**config.mk**
```make
export PLATFORM = sky130hd
export DESIGN_NAME = proc_run_monitor
export DESIGN_NICKNAME = d
export VERILOG_FILES = /design/src/rtl/runmon_pkg.sv /design/src/rtl/runmon_trace_buf.sv /design/src/rtl/proc_run_monitor.sv
export SDC_FILE = /design/constraint.sdc
export NUM_CORES = 1
export LEC_CHECK = 0
export ABC_AREA = 0
export CORE_AREA = 10 10 112 114
export CTS_CLUSTER_SIZE = 25
export DETAILED_ROUTE_END_ITERATION = 10
export DIE_AREA = 0 0 122 124
export GPL_TIMING_DRIVEN = 0
export PLACE_DENSITY_LB_ADDON = 0.08
export SETUP_SLACK_MARGIN = 0.2
export SLEW_MARGIN = 20
export SYNTH_ARGS = -nofsm -noshare
export SYNTH_HDL_FRONTEND = slang
export SYNTH_SLANG_ARGS = --single-unit
```
**constraint.sdc**
```tcl
create_clock -name clk -period 6.37 [get_ports clk]
set_input_delay 1.5925 -clock clk [delete_from_list [all_inputs] [get_ports clk]]
set_output_delay 1.5925 -clock clk [all_outputs]
set_load 0.01 [all_outputs]
```
**src/rtl/runmon_pkg.sv**
```systemverilog
// Shared types for proc_run_monitor: run-state encoding, terminal status codes,
// and the saturating counter increment used by the cycle/instruction counters.
package runmon_pkg;

  typedef enum logic [2:0] {
    S_IDLE     = 3'd0,
    S_RST_HOLD = 3'd1,
    S_RUN      = 3'd2,
    S_DONE     = 3'd3,
    S_TIMEOUT  = 3'd4,
    S_HANG     = 3'd5
  } state_e;

  typedef enum logic [1:0] {
    STAT_NONE    = 2'd0,
    STAT_DONE    = 2'd1,
    STAT_TIMEOUT = 2'd2,
    STAT_HANG    = 2'd3
  } status_e;

  typedef struct packed {
    logic hang;
    logic timeout;
    logic done;
  } flags_t;

  function automatic flags_t status_flags(input status_e s);
    flags_t f;
    f = '0;
    case (s)
      STAT_DONE:    f.done    = 1'b1;
      STAT_TIMEOUT: f.timeout = 1'b1;
      STAT_HANG:    f.hang    = 1'b1;
      default:      f         = '0;
    endcase
    return f;
  endfunction

  // Works on a 64-bit carrier; w selects the real counter width so the value sticks at all-ones.
  function automatic logic [63:0] sat_inc(input logic [63:0] v, input int unsigned w);
    logic [63:0] top;
    top = (w >= 64) ? '1 : ((64'd1 << w) - 64'd1);
    return (v == top) ? v : v + 64'd1;
  endfunction

endpackage

```
**src/rtl/runmon_trace_buf.sv**
```systemverilog
// Circular buffer of the most recently committed PCs; read index 0 is the newest entry.
module runmon_trace_buf
  import runmon_pkg::*;
#(
  parameter int ADDR_W = 16,
  parameter int DEPTH  = 8
) (
  input  logic                       clk,
  input  logic                       rst,
  input  logic                       clr,
  input  logic                       wr,
  input  logic [ADDR_W-1:0]          wr_pc,
  input  logic [$clog2(DEPTH)-1:0]   rd_idx,
  output logic [ADDR_W-1:0]          rd_pc
);

  localparam int IDX_W = $clog2(DEPTH);

  logic [ADDR_W-1:0] mem [DEPTH];
  logic [IDX_W-1:0]  wptr;

  always_ff @(posedge clk) begin
    if (rst || clr) begin
      wptr <= '0;
      for (int i = 0; i < DEPTH; i++) mem[i] <= '0;
    end else if (wr) begin
      mem[wptr] <= wr_pc;
      wptr      <= wptr + IDX_W'(1);
    end
  end

  // DEPTH is a power of two, so the pointer arithmetic wraps for free.
  assign rd_pc = mem[wptr - IDX_W'(1) - rd_idx];

endmodule

```
**src/rtl/proc_run_monitor.sv**
```systemverilog
// Run controller/monitor for a multicycle core: reset sequencing, enable gating, counters,
// halt/hang/timeout detection. Define RUNMON_TRACE_EN to add the committed-PC trace buffer.
module proc_run_monitor
  import runmon_pkg::*;
#(
  parameter int ADDR_W      = 16,
  parameter int CNT_W       = 32,
  parameter int RST_CYCLES  = 4,
  parameter int MAX_CYCLES  = 200,
  parameter int HANG_LIMIT  = 3,
  parameter int TRACE_DEPTH = 8
) (
  input  logic              clk,
  input  logic              rst,
  input  logic              start,
  input  logic              halt_i,
  input  logic              commit_i,
  input  logic [ADDR_W-1:0] pc_i,
  output logic              core_rst,
  output logic              core_en,
  output logic              running,
  output logic              done,
  output logic              timeout,
  output logic              hang,
  output logic [CNT_W-1:0]  cycle_cnt,
  output logic [CNT_W-1:0]  instr_cnt
`ifdef RUNMON_TRACE_EN
  ,
  input  logic [$clog2(TRACE_DEPTH)-1:0] trc_idx,
  output logic [ADDR_W-1:0]              trc_pc
`endif
);

  localparam int HOLD_W = (RST_CYCLES > 1) ? $clog2(RST_CYCLES) : 1;
  localparam int HANG_W = $clog2(HANG_LIMIT + 1);

  state_e            state;
  logic [HOLD_W-1:0] hold_cnt;
  logic [HANG_W-1:0] hang_cnt;
  logic [HANG_W-1:0] hang_next;
  logic [ADDR_W-1:0] last_pc;
  logic              hang_hit;
  logic              budget_end;

  // A cleared tracker (count 0) yields 1 on the first commit whether or not the PC matches.
  always_comb begin
    hang_next = hang_cnt;
    if (commit_i)
      hang_next = (pc_i == last_pc) ? hang_cnt + HANG_W'(1) : HANG_W'(1);
    hang_hit   = commit_i && (hang_next == HANG_W'(HANG_LIMIT));
    budget_end = (cycle_cnt == CNT_W'(MAX_CYCLES - 1));
  end

  always_ff @(posedge clk) begin
    if (rst) begin
      state     <= S_IDLE;
      core_rst  <= 1'b1;
      core_en   <= 1'b0;
      running   <= 1'b0;
      {hang, timeout, done} <= status_flags(STAT_NONE);
      cycle_cnt <= '0;
      instr_cnt <= '0;
      hold_cnt  <= '0;
      hang_cnt  <= '0;
      last_pc   <= '0;
    end else begin
      case (state)
        S_IDLE, S_DONE, S_TIMEOUT, S_HANG: begin
          if (start) begin
            state     <= S_RST_HOLD;
            core_rst  <= 1'b1;
            core_en   <= 1'b0;
            running   <= 1'b0;
            {hang, timeout, done} <= status_flags(STAT_NONE);
            cycle_cnt <= '0;
            instr_cnt <= '0;
            hold_cnt  <= '0;
            hang_cnt  <= '0;
            last_pc   <= '0;
          end
        end
        S_RST_HOLD: begin
          if (hold_cnt == HOLD_W'(RST_CYCLES - 1)) begin
            state    <= S_RUN;
            core_rst <= 1'b0;
            core_en  <= 1'b1;
            running  <= 1'b1;
          end else begin
            hold_cnt <= hold_cnt + HOLD_W'(1);
          end
        end
        S_RUN: begin
          cycle_cnt <= CNT_W'(sat_inc(64'(cycle_cnt), CNT_W));
          hang_cnt  <= hang_next;
          if (commit_i) begin
            instr_cnt <= CNT_W'(sat_inc(64'(instr_cnt), CNT_W));
            last_pc   <= pc_i;
          end
          // Exit priority: halt, then hang, then the cycle budget.
          if (halt_i || hang_hit || budget_end) begin
            core_en <= 1'b0;
            running <= 1'b0;
            if (halt_i) begin
              state <= S_DONE;
              {hang, timeout, done} <= status_flags(STAT_DONE);
            end else if (hang_hit) begin
              state <= S_HANG;
              {hang, timeout, done} <= status_flags(STAT_HANG);
            end else begin
              state <= S_TIMEOUT;
              {hang, timeout, done} <= status_flags(STAT_TIMEOUT);
            end
          end
        end
        default: state <= S_IDLE;
      endcase
    end
  end

`ifdef RUNMON_TRACE_EN
  runmon_trace_buf #(
    .ADDR_W (ADDR_W),
    .DEPTH  (TRACE_DEPTH)
  ) u_trace (
    .clk    (clk),
    .rst    (rst),
    .clr    (state == S_RST_HOLD),
    .wr     ((state == S_RUN) && commit_i),
    .wr_pc  (pc_i),
    .rd_idx (trc_idx),
    .rd_pc  (trc_pc)
  );
`endif

endmodule

```
==> impl_metrics.tcl, run 1 <==
set metrics [dict create \
    status "finished, final reports clean" \
    drc 0 \
    ant_nets 0 \
    synth_flop_cell "dfxtp_1" \
    relSlewSlack_pct 31.2 \
    die-width_um 122 \
    io_pins 91 \
    tightest_slew_ns 1.03 \
    syn_to_final_growth_pct 25.3 \
    finish.instance_area_um2 6340 \
    r2r_cells 8 \
    synth_fa_ha_area_share_pct 0.741 \
    portBuffers 89 \
    slowest_delay_ns 0.54 \
    synth_edf_count 0 \
    synth_area_um2 5060 \
    cts_resized 0 \
    hold_buffers 0 \
    yosysSeqAreaShare_pct 36.4 \
    crit_top_cell "buf_4" \
    wl_mm 14.9 \
    synth_top_area_share_pct 36.4 \
    route.met3.wl_mm 1.18 \
    synth.avg_cell_area_um2 8.38 \
    clk_latency_ns 0.37 \
    r2r_end "cycle_cnt[13]" \
    startpoint_type "input pin" \
    grt_pass1_vias 4865 \
    row_count 37 \
    critPathKind "in -> reg" \
    skew_ns 0.00877 \
    grt_usage_pct 19.3 \
    yosysMostFrequentCell "dfxtp_1" \
    cp_slowest_cell "a2111oi_4" \
    start_util_pct 49.5 \
    path_clk_slew_ns 0.09 \
    diodes 0 \
    powerDensity_nw_per_um2 186 \
    synth_mux_area_share_pct 1.21 \
    layout-drive-gt1-share_pct 7.33 \
    hold_depth 2 \
    gp_congestion 0.910 \
    wl_met1_mm 6.41 \
    cts_made_buffers 9 \
    synth_cell_types 66 \
    synthArstFlopShare_pct 0 \
    max_clock_freq_mhz 276 \
    cts_setup_buffers 0 \
    worstHoldStart "last_pc[14]" \
    die_area_um2 15100 \
    synth_cells 604 \
    cp_max_fo 10 \
    root_buffer "clkbuf_8" \
    synth_top_family_by_area "simple AND/OR/NAND/NOR gates" \
    fin_crit_sh_pct 56.9 \
    antenna_found_initial 0 \
    cp_cell_sequence "clkdlybuf4s50_1 > buf_4 > o21ai_2 > a2111oi_4 > o211ai_2 > buf_4 > o31a_1 > o21a_1" \
    cts_buffer_depth 2 \
    via_count 5237 \
    ff2ff_setup_slack_ns 3.89 \
    slew_violations 0 \
    holdPathEnd "last_pc[14]" \
    finalCriticalPeriod_ns 3.62 \
    grt-ovfl-total 0 \
    core_area_um2 10200 \
    end_kind "flop" \
    worst_ep_required_time_ns 6.64 \
    cts-htree-levels 3 \
    top_layer_used "met4" \
    clock-sinks 92 \
    dp_hpwl_mm 11.1 \
    yosysWarnings 0 \
    worstReg2RegStart "state[2]" \
    syn_nets 628 \
    viasPerCell 6.20 \
    synth-compound-area-share_pct 23.4 \
    path_buf_inv 3 \
    first_pass_iters 7 \
    place_area_um2 6120 \
    synth_seq_cells 92 \
    cp.arrival_ns 3.89 \
    yosys.area_share.simple_pct 30.3 \
    min_path_type "reg -> reg" \
    grt_setup_unrepaired "false" \
    wl_met2_mm 7.18 \
    setup_violations 0 \
    fin_setup_tns_ns 0 \
    tritoncts "done" \
    critPathTopFamily "compound AO/OA/AOI/OAI gates" \
    wl_per_cell_um 17.7 \
    layout.nets 728 \
    synth_common_cells "dfxtp_1 (92), a21oi_1 (72), nand2_1 (56)" \
    p_leak_uw 0.00198 \
    grt_pass1_wl_mm 24.2 \
    synth_xor_area_share_pct 3.29 \
    hold_violations 0 \
    drt_iter0_markers 511 \
    die_y_um 124 \
    vdd_drop_max_uv 88.4 \
    synth_area_leader_cell "dfxtp_1" \
    grt_max_degree 15 \
    cap_viol_max_count 0 \
    synth_area_leaders "dfxtp_1 (36%), a21oi_1 (7.1%), or4_1 (5.0%)" \
]
==> worst max path at each step <==
stage               startpoint             to  slack (ns)  depth (start not counted)
finish                   start  cycle_cnt[24]        2.75                          8
floorplan                start  cycle_cnt[24]        3.22                          7
global placement         start  cycle_cnt[24]        2.45                          8
detailed placement       start  cycle_cnt[24]        2.37                          8
CTS                      start  cycle_cnt[24]        2.75                          8
global route             start  cycle_cnt[24]        2.66                          8
==> logic make-up after synthesis <==
kind of cell               Yosys count
xor gates and xnor gates            19
muxes                                6
DFF                                 92
and+or+nand+nor                    255
buffers and inverters               48
adders and majority gates            3
AOI/OAI and AO/OA                  181
==> worst min-delay path: cells and delay by family (launching register included) <==
| kind | cells | cell delay [ns] |
|---|---|---|
| AND/OR/NAND/NOR | 1 | 0.05 |
| AO/OA/AOI/OAI | 1 | 0.05 |
| flip-flops | 1 | 0.33 |
==> cell type report <==
class                   instances  area (um^2)
clock inverters                 4         72.6
plain buffers                  34          183
multi-input cells             464         2990
inverters                      14         52.6
clock buffers                  12          145
well taps                     136          170
fillers                       910         3890
flip-flops and latches         92         1840
repair buffers                 89          891
==> state kept, by name (all words and copies together) (netlist names) <==
name       flops
cycle_cnt     32
instr_cnt     32
last_pc       16
state          3
hang_cnt       2
hold_cnt       2
core_rst       1
done           1
hang           1
running        1
timeout        1
==> layer usage <==
metal	up-vias	global-route usage (%)
met1	2486	24.1
met2	186	31.8
met3	14	5.07
li1	2551	-
met4	0	6.18
met5	-	0
==> layout by cell type (no fill, tap or decap), drive strengths merged, types with 6 or more instances in the layout <==
cell type | netlist | layout
nand2 | 56 | 56
dfxtp | 92 | 92
a211oi | 7 | 7
nand3 | 41 | 41
clkdlybuf4s50 | 0 | 89
and4 | 12 | 12
o211ai | 11 | 11
o21ai | 32 | 32
or3 | 20 | 20
inv | 14 | 14
buf | 20 | 20
nor2 | 18 | 18
nor3 | 8 | 8
or4 | 34 | 34
nor4 | 16 | 16
clkbuf | 14 | 26
and2 | 6 | 6
o31ai | 29 | 29
xor2 | 17 | 17
nand4 | 25 | 25
a21oi | 73 | 73
==> where the power goes <==
group / internal [uW] / total [uW] / switching [uW]
combinational: 49.5 / 150 / 100
clock: 232 / 443 / 211
sequential: 581 / 588 / 6.14
==> stage by stage <==
stage | setup WS, ns | cells | power (uW) | hold slack, ns | utilization (%)
global placement | 2.45 | 829 | 746 | 0.450 | 59.9
floorplan | 3.22 | 604 | 695 | 0.444 | -
finish | 2.75 | 845 | 1180 | 0.469 | 62.0
global route | 2.66 | 845 | 1230 | 0.493 | 62.0
detailed placement | 2.37 | 829 | 750 | 0.455 | 59.9
CTS | 2.75 | 845 | 1190 | 0.468 | 62.0
Power figures use the tool's default switching activity.
==> inputs of run 2 (changes only) <==
Clock period 6.37 ns to 3.68 ns, I/O delays scaled along.
==> results of run 2 <==
Same layout as run 1 (identical final DEF). Status: finished, final reports clean.
Among the figures that moved: setup slack after placement 2.37 ns -> 0.349 ns; setup slack after layout 2.75 ns -> 0.728 ns; register-to-register setup slack 3.89 ns -> 1.20 ns; total power 1180 uW -> 2040 uW; worst IR drop on VDD 88.4 uV -> 153 uV
